$ cat src/rtl/alu_sequencer.sv
// Stored-program controller for the 4-bit accumulator/ALU datapath.
// Each instruction runs FETCH -> DECODE -> EXEC; HALT is left only by reset.
module alu_sequencer #(
   parameter int PC_W = 8
) (
   input  logic            clk,
   input  logic            reset,
   input  logic [7:0]      instr,
   input  logic            c,
   input  logic            z,
   output logic [PC_W-1:0] pc,
   output logic            accu_en,
   output logic            bus1_en,
   output logic            bus2_en,
   output logic [2:0]      Sel,
   output logic [3:0]      oprnd,
   output logic            halted
);

   typedef enum logic [1:0] {FETCH, DECODE, EXEC, HALT} state_t;

   localparam logic [3:0] OP_LDI  = 4'h1;
   localparam logic [3:0] OP_ADD  = 4'h2;
   localparam logic [3:0] OP_SUB  = 4'h3;
   localparam logic [3:0] OP_NAND = 4'h4;
   localparam logic [3:0] OP_OUT  = 4'h5;
   localparam logic [3:0] OP_JMP  = 4'h6;
   localparam logic [3:0] OP_JC   = 4'h7;
   localparam logic [3:0] OP_JZ   = 4'h8;
   localparam logic [3:0] OP_JNC  = 4'h9;
   localparam logic [3:0] OP_JNZ  = 4'hA;
   localparam logic [3:0] OP_HALT = 4'hF;

   state_t          state_reg, state_next;
   logic [PC_W-1:0] pc_reg, pc_next;
   logic [7:0]      ir_reg, ir_next;
   logic            c_reg, c_next;
   logic            z_reg, z_next;
   logic            halted_reg, halted_next;

   logic            accu_en_next, bus1_en_next, bus2_en_next;
   logic [2:0]      sel_next;
   logic [3:0]      oprnd_next;
   logic            take_jump;

   logic [3:0]      opcode;
   logic [3:0]      operand;

   assign opcode  = ir_reg[7:4];
   assign operand = ir_reg[3:0];

   always_ff @(posedge clk) begin
      if (reset) begin
         state_reg  <= FETCH;
         pc_reg     <= '0;
         ir_reg     <= '0;
         c_reg      <= 1'b0;
         z_reg      <= 1'b0;
         halted_reg <= 1'b0;
      end else begin
         state_reg  <= state_next;
         pc_reg     <= pc_next;
         ir_reg     <= ir_next;
         c_reg      <= c_next;
         z_reg      <= z_next;
         halted_reg <= halted_next;
      end
   end

   always_comb begin
      take_jump = 1'b0;
      unique case (opcode)
         OP_JMP:  take_jump = 1'b1;
         OP_JC:   take_jump = c_reg;
         OP_JZ:   take_jump = z_reg;
         OP_JNC:  take_jump = ~c_reg;
         OP_JNZ:  take_jump = ~z_reg;
         default: take_jump = 1'b0;
      endcase
   end

   always_comb begin
      state_next   = state_reg;
      pc_next      = pc_reg;
      ir_next      = ir_reg;
      c_next       = c_reg;
      z_next       = z_reg;
      halted_next  = halted_reg;
      accu_en_next = 1'b0;
      bus1_en_next = 1'b0;
      bus2_en_next = 1'b0;
      sel_next     = 3'b000;
      oprnd_next   = 4'h0;

      unique case (state_reg)
         FETCH: begin
            ir_next    = instr;
            state_next = DECODE;
         end
         DECODE: begin
            pc_next    = pc_reg + PC_W'(1);
            state_next = EXEC;
         end
         EXEC: begin
            state_next = FETCH;
            if (opcode >= OP_LDI && opcode <= OP_NAND) begin
               accu_en_next = 1'b1;
               bus1_en_next = 1'b1;
               oprnd_next   = operand;
               c_next       = c;
               z_next       = z;
               unique case (opcode)
                  OP_LDI:  sel_next = 3'b010;
                  OP_ADD:  sel_next = 3'b011;
                  OP_SUB:  sel_next = 3'b001;
                  default: sel_next = 3'b100;
               endcase
            end else if (opcode == OP_OUT) begin
               bus2_en_next = 1'b1;
            end else if (opcode == OP_HALT) begin
               state_next  = HALT;
               halted_next = 1'b1;
            end
            // Page comes from the already-incremented pc, so a jump at the top
            // of memory lands in page 0.
            if (take_jump) begin
               pc_next = {pc_reg[PC_W-1:4], operand};
            end
         end
         default: begin
            state_next = HALT;
         end
      endcase
   end

   assign pc      = pc_reg;
   assign halted  = halted_reg;
   assign accu_en = accu_en_next & ~reset;
   assign bus1_en = bus1_en_next & ~reset;
   assign bus2_en = bus2_en_next & ~reset;
   assign Sel     = reset ? 3'b000 : sel_next;
   assign oprnd   = reset ? 4'h0 : oprnd_next;

endmodule

$ cat config.mk
export PLATFORM = sky130hd
export DESIGN_NAME = alu_sequencer
export DESIGN_NICKNAME = d
export VERILOG_FILES = /design/src/rtl/alu_sequencer.sv
export SDC_FILE = /design/constraint.sdc
export NUM_CORES = 1
export LEC_CHECK = 0
export CORE_MARGIN = 5
export CORE_UTILIZATION = 45
export CTS_CLUSTER_DIAMETER = 80
export DETAILED_ROUTE_END_ITERATION = 7
export HOLD_SLACK_MARGIN = 0.15
export PLACE_DENSITY = 0.75
export SLEW_MARGIN = 40
export SYNTH_ARGS = -nofsm -noshare
export SYNTH_HDL_FRONTEND = slang
export SYNTH_SLANG_ARGS = --single-unit
$ cat constraint.sdc
create_clock -name clk -period 3.2 [get_ports clk]
set_clock_uncertainty 0.15 [all_clocks]
set_input_delay 0.8 -clock clk [delete_from_list [all_inputs] [get_ports clk]]
set_output_delay 0.8 -clock clk [all_outputs]
set_load 0.1 [all_outputs]
; Word level (Yosys, flattened, before mapping)
; Cells that the tools add are included.
[word_totals]
regBits = 21
output_inout_bits = 19
[classes]
add_sub_neg = 1
magnitude_cmp = 2
n_eq_ne = 13
muxes = 19
bitwise_logic = 8
n_reduce_logical = 7
[op_table]
columns = cell, n
row1 = "4-bit equality test, second input constant", 4
row2 = 4-bit 2-to-1 mux, 4
row3 = 8-bit case mux with 2 select lines, 1
row4 = "4-bit by 3-bit equality test with 1-bit output, second input constant", 3
row5 = 3-bit 2-to-1 mux, 3
row6 = 3-bit case mux with 3 select lines, 1
row7 = "8-bit by 1-bit adder with 8-bit output, second input constant", 1
row8 = "4-bit by 2-bit equality test with 1-bit output, second input constant", 2
row9 = 2-bit 2-to-1 mux, 3
row10 = 1-bit inverter, 6
row11 = 2-bit case mux with 3 select lines, 1
row12 = 2-bit AND reduction, 3
row13 = 1-bit 2-to-1 mux, 5
row14 = 1-bit case mux with 5 select lines, 1
row15 = "4-bit by 1-bit equality test with 1-bit output, second input constant", 1
row16 = "4-bit by 1-bit greater-or-equal comparator with 1-bit output, second input constant", 1
row17 = "4-bit by 3-bit less-or-equal comparator with 1-bit output, second input constant", 1
row18 = 4-bit AND reduction, 1
row19 = 1-bit AND, 2
row20 = "2-bit by 1-bit equality test with 1-bit output, second input constant", 1
row21 = "2-bit equality test, second input constant", 1
row22 = 2-bit logical NOT, 1
row23 = "2-bit != test, second input constant", 1
row24 = 2-bit nonzero test, 1
row25 = 1-bit logical AND, 1

; Longest topological paths before layout
[logic_depth]
depth_word = 5
depth_mapped = 6

; Worst setup path after synthesis
; OpenSTA, ideal clock, no wires.
[synth_path]
kind = register to output
startpoint = register ir_reg[5]
endpoint = output port oprnd[0]
arrival_time_ps = 2732
t_required_ps = 2250
path_slack_ps = -482
stages_incl_launch_ff = 7
cell_sequence = dfxtp_1 buf_6 nor2_1 xor2_1 or3_4 nor2_2 and2_1
[synth_via]
elab_chain_cells = 5
[synth_rtl]
columns = element, line
row1 = start: declaration, 36  ; logic [7:0] ir_reg, ir_next;
row2 = start signal: assignment, 63  ; ir_reg <= ir_next;
row3 = 4-bit by 1-bit greater-or-equal comparator with 1-bit output or 4-bit by 3-bit less-or-equal comparator with 1-bit output (tied branches), 106  ; if (opcode >= OP_LDI && opcode <= OP_NAND) begin
row4 = 1-bit logical AND *, 106
row5 = 4-bit 2-to-1 mux *, 106
row6 = 4-bit 2-to-1 mux *, 95  ; unique case (state_reg)
row7 = 4-bit 2-to-1 mux *, 142  ; assign oprnd = reset ? 4'h0 : oprnd_next;
row8 = end: declaration, 16  ; output logic [3:0] oprnd,
; Every way passes the cells marked *; elsewhere a longest branch is shown, timed or not.

; Worst setup path after layout
; Ends and elaborated chain as after synthesis.

==> results.toml <==
[run_status]
outcome = "completed"

[clock_network]
cts_buffers = 3
root_buffer = "clkbuf_4"
clk_latency_ns = 0.30
clk_pin_slew_ns = 0.12
clockBufferDepth = 2
cts_hold_buf = 0
post_cts_resized = 0
clock_sinks = 21
cts_setup_buffers = 0
h-tree-depth = 1
cts_tree = "built"

[setup_path]
regToRegStartpoint = "ir_reg[5]"
cp-end-kind = "output pin"
crit_path_start = "ir_reg[5]"
r2r-end = "pc[1]"
startpoint_type = "flip-flop"
worstPathRequired_ns = 2.25
ff2ff_path_depth = 5
path_buf_inv = 1
worstPathArrival_ns = 2.08
crit_family = "simple AND/OR/NAND/NOR gates"
path_depth = 6
critical_path.endpoint = "oprnd[0]"
max_stage_delay_ns = 0.53
worst_path_max_delay_cell = "dfxtp_1"
r2r_setup_slack_ns = 1.46
worstSetupPathType = "flip-flop to output pin"
cp_max_fo = 7
cp_cell_sequence = "nor2_1, xor2_1, or3_4, nor2_4, and2_1, buf_12"

[route]
wl_um = 2540
initialDrtViolationCount = 16
firstDrtPassIters = 4
viasPerCell = 5.36
ant_nets = 0
wl_per_cell_um = 13.6
vias = 1002
drc = 0

[global_routing]
grt_usage = 0.168
antenna_found_initial = 0
first_global_vias = 1028
grt_overflow = 0
grt_pass1_wl_um = 4580
grt_max_degree = 22

[timing]
maxSlewViolCount = 0
hold_ws_ns = 0.311
fin_crit_sh = 0.946
timing.fmax_mhz = 330
relSlewSlack = 0.683
fin_crit_ns = 3.03
postLayoutSetupSlackWorst_ns = 0.174
worst_pin_slew_ns = 0.474
grt_setup_unrepaired = "false"
hold_viol_final = 0
setup_viol = 0

[final_layout]
fillCellCount = 197
layout_common_cells = "dfxtp_1, a21oi_1, buf_4"
area_delta_synth_final_pct = 39.9
num_antenna_cells = 0
fin_cells = 187
final_common_cell = "dfxtp_1"
nets = 173
utilization = 0.670
drive_gt1_frac = 0.245

[floorplanning]
die_y_um = 59.0
initial_core_util = 0.479
io_pins = 31
fp.coreArea_um2 = 2250
die_w_um = 59.0
dieArea_um2 = 3480
fp-row-count = 17

[power]
combinationalPowerShare = 0.280
p_sw_mw = 0.208
powerDensity_nw_per_um2 = 397
max-vdd-ir-drop_mv = 0.246
p_clk_frac = 0.209
p_leak_nw = 0.586
sw_frac_of_total = 0.347
internal-power_mw = 0.392
seq_power_share = 0.511
power_mw = 0.600

[yosys]
mappedNetlistArea_um2 = 1080
yosys.area.top_type_share = 0.389
ys_types = 34
avgSynthCellArea_um2 = 8.44
syn_inst = 128
syn-num-nets = 141
yosysSeqAreaShare = 0.389
yosysTopAreaCell = "dfxtp_1"
ys_top_cells_by_area = "dfxtp_1, a21oi_1, o21ai_0"
synth-seq-cells = 21
yosys_warnings = 0

[min_path]
min_path_type = "flip-flop to flip-flop"

[run]
drv_cap = 0

[place]
io_buffers = 30
hpwl_um = 1880
dp_slack_ns = 0.209
finalWeightedCongestion = 0.770
placed_cells = 183
worst min-delay path: stages (launching register included):
cell and delay [ns]:
dfxtp_1 0.33, inv_1 0.05, a21oi_1 0.05
through the flow:
stage / setup TNS (ns) / instance area, µm²
final: 0 / 1510
after global routing: 0 / 1510
after CTS: 0 / 1510
after detailed placement: 0 / 1480
after global placement: 0 / 1480
after floorplan: -0.391 / 1090
final cells by class:
type	count	area, µm²	area share
multi-input combinational	94	593	0.393
sequential	21	420	0.278
timing repair buffer	35	415	0.275
tap	28	35.0	0.0232
clock buffer	3	22.5	0.0149
inverter	5	18.8	0.0124
clock inverter	1	5.00	0.00331
cell usage after synthesis (all sizes together):
cell type,number
a211oi,2
nand3b,1
nand2b,1
xnor2,2
ha,1
nor3b,1
or3,4
and4b,1
nor4b,1
nor2,11
o21ai,11
inv,5
mux2i,4
nand4,4
buf,4
and2,4
a22oi,1
a21oi,20
nor2b,1
xor2,4
and4,1
nor3,1
nand3,2
dfxtp,21
clkbuf,4
a211o,2
nand2,13
and2b,1
power groups by stage:
| stage | registers, mW | clock network [mW] | logic, mW |
|---|---|---|---|
| 3_5_place_dp | 0.312 | 0 | 0.167 |
| 6_report | 0.306 | 0.126 | 0.168 |
| 5_1_grt | 0.310 | 0.141 | 0.181 |
| 2_1_floorplan | 0.332 | 0 | 0.100 |
| 4_1_cts | 0.306 | 0.131 | 0.168 |
| 3_3_place_gp | 0.311 | 0 | 0.163 |
per-layer routing:
metal | track usage | vias up | share of wire
li1 | - | 509 | -
met1 | 0.210 | 465 | 0.46
met2 | 0.285 | 24 | 0.48
met3 | 0.0414 | 4 | 0.045
met4 | 0.0485 | 0 | 0.012
met5 | 0 | - | 0
cell families after synthesis:
kind of cell    synth area share
buf+inv                   0.0695
flops                      0.389
fa+ha+maj                 0.0116
simple gates               0.246
xor+xnor                  0.0487
compound gates             0.198
mux                       0.0371
how the worst min path moves through the flow:
stage | start | to | slack (ns) | cells past startpoint
after floorplan | ir_reg[0] | pc[0] | 0.30 | 2
after global placement | halted | halted | 0.29 | 2
after detailed placement | halted | halted | 0.30 | 2
after CTS | halted | halted | 0.32 | 2
after global routing | halted | halted | 0.36 | 2
final | halted | halted | 0.31 | 2
(Power assumes the default switching activity.)
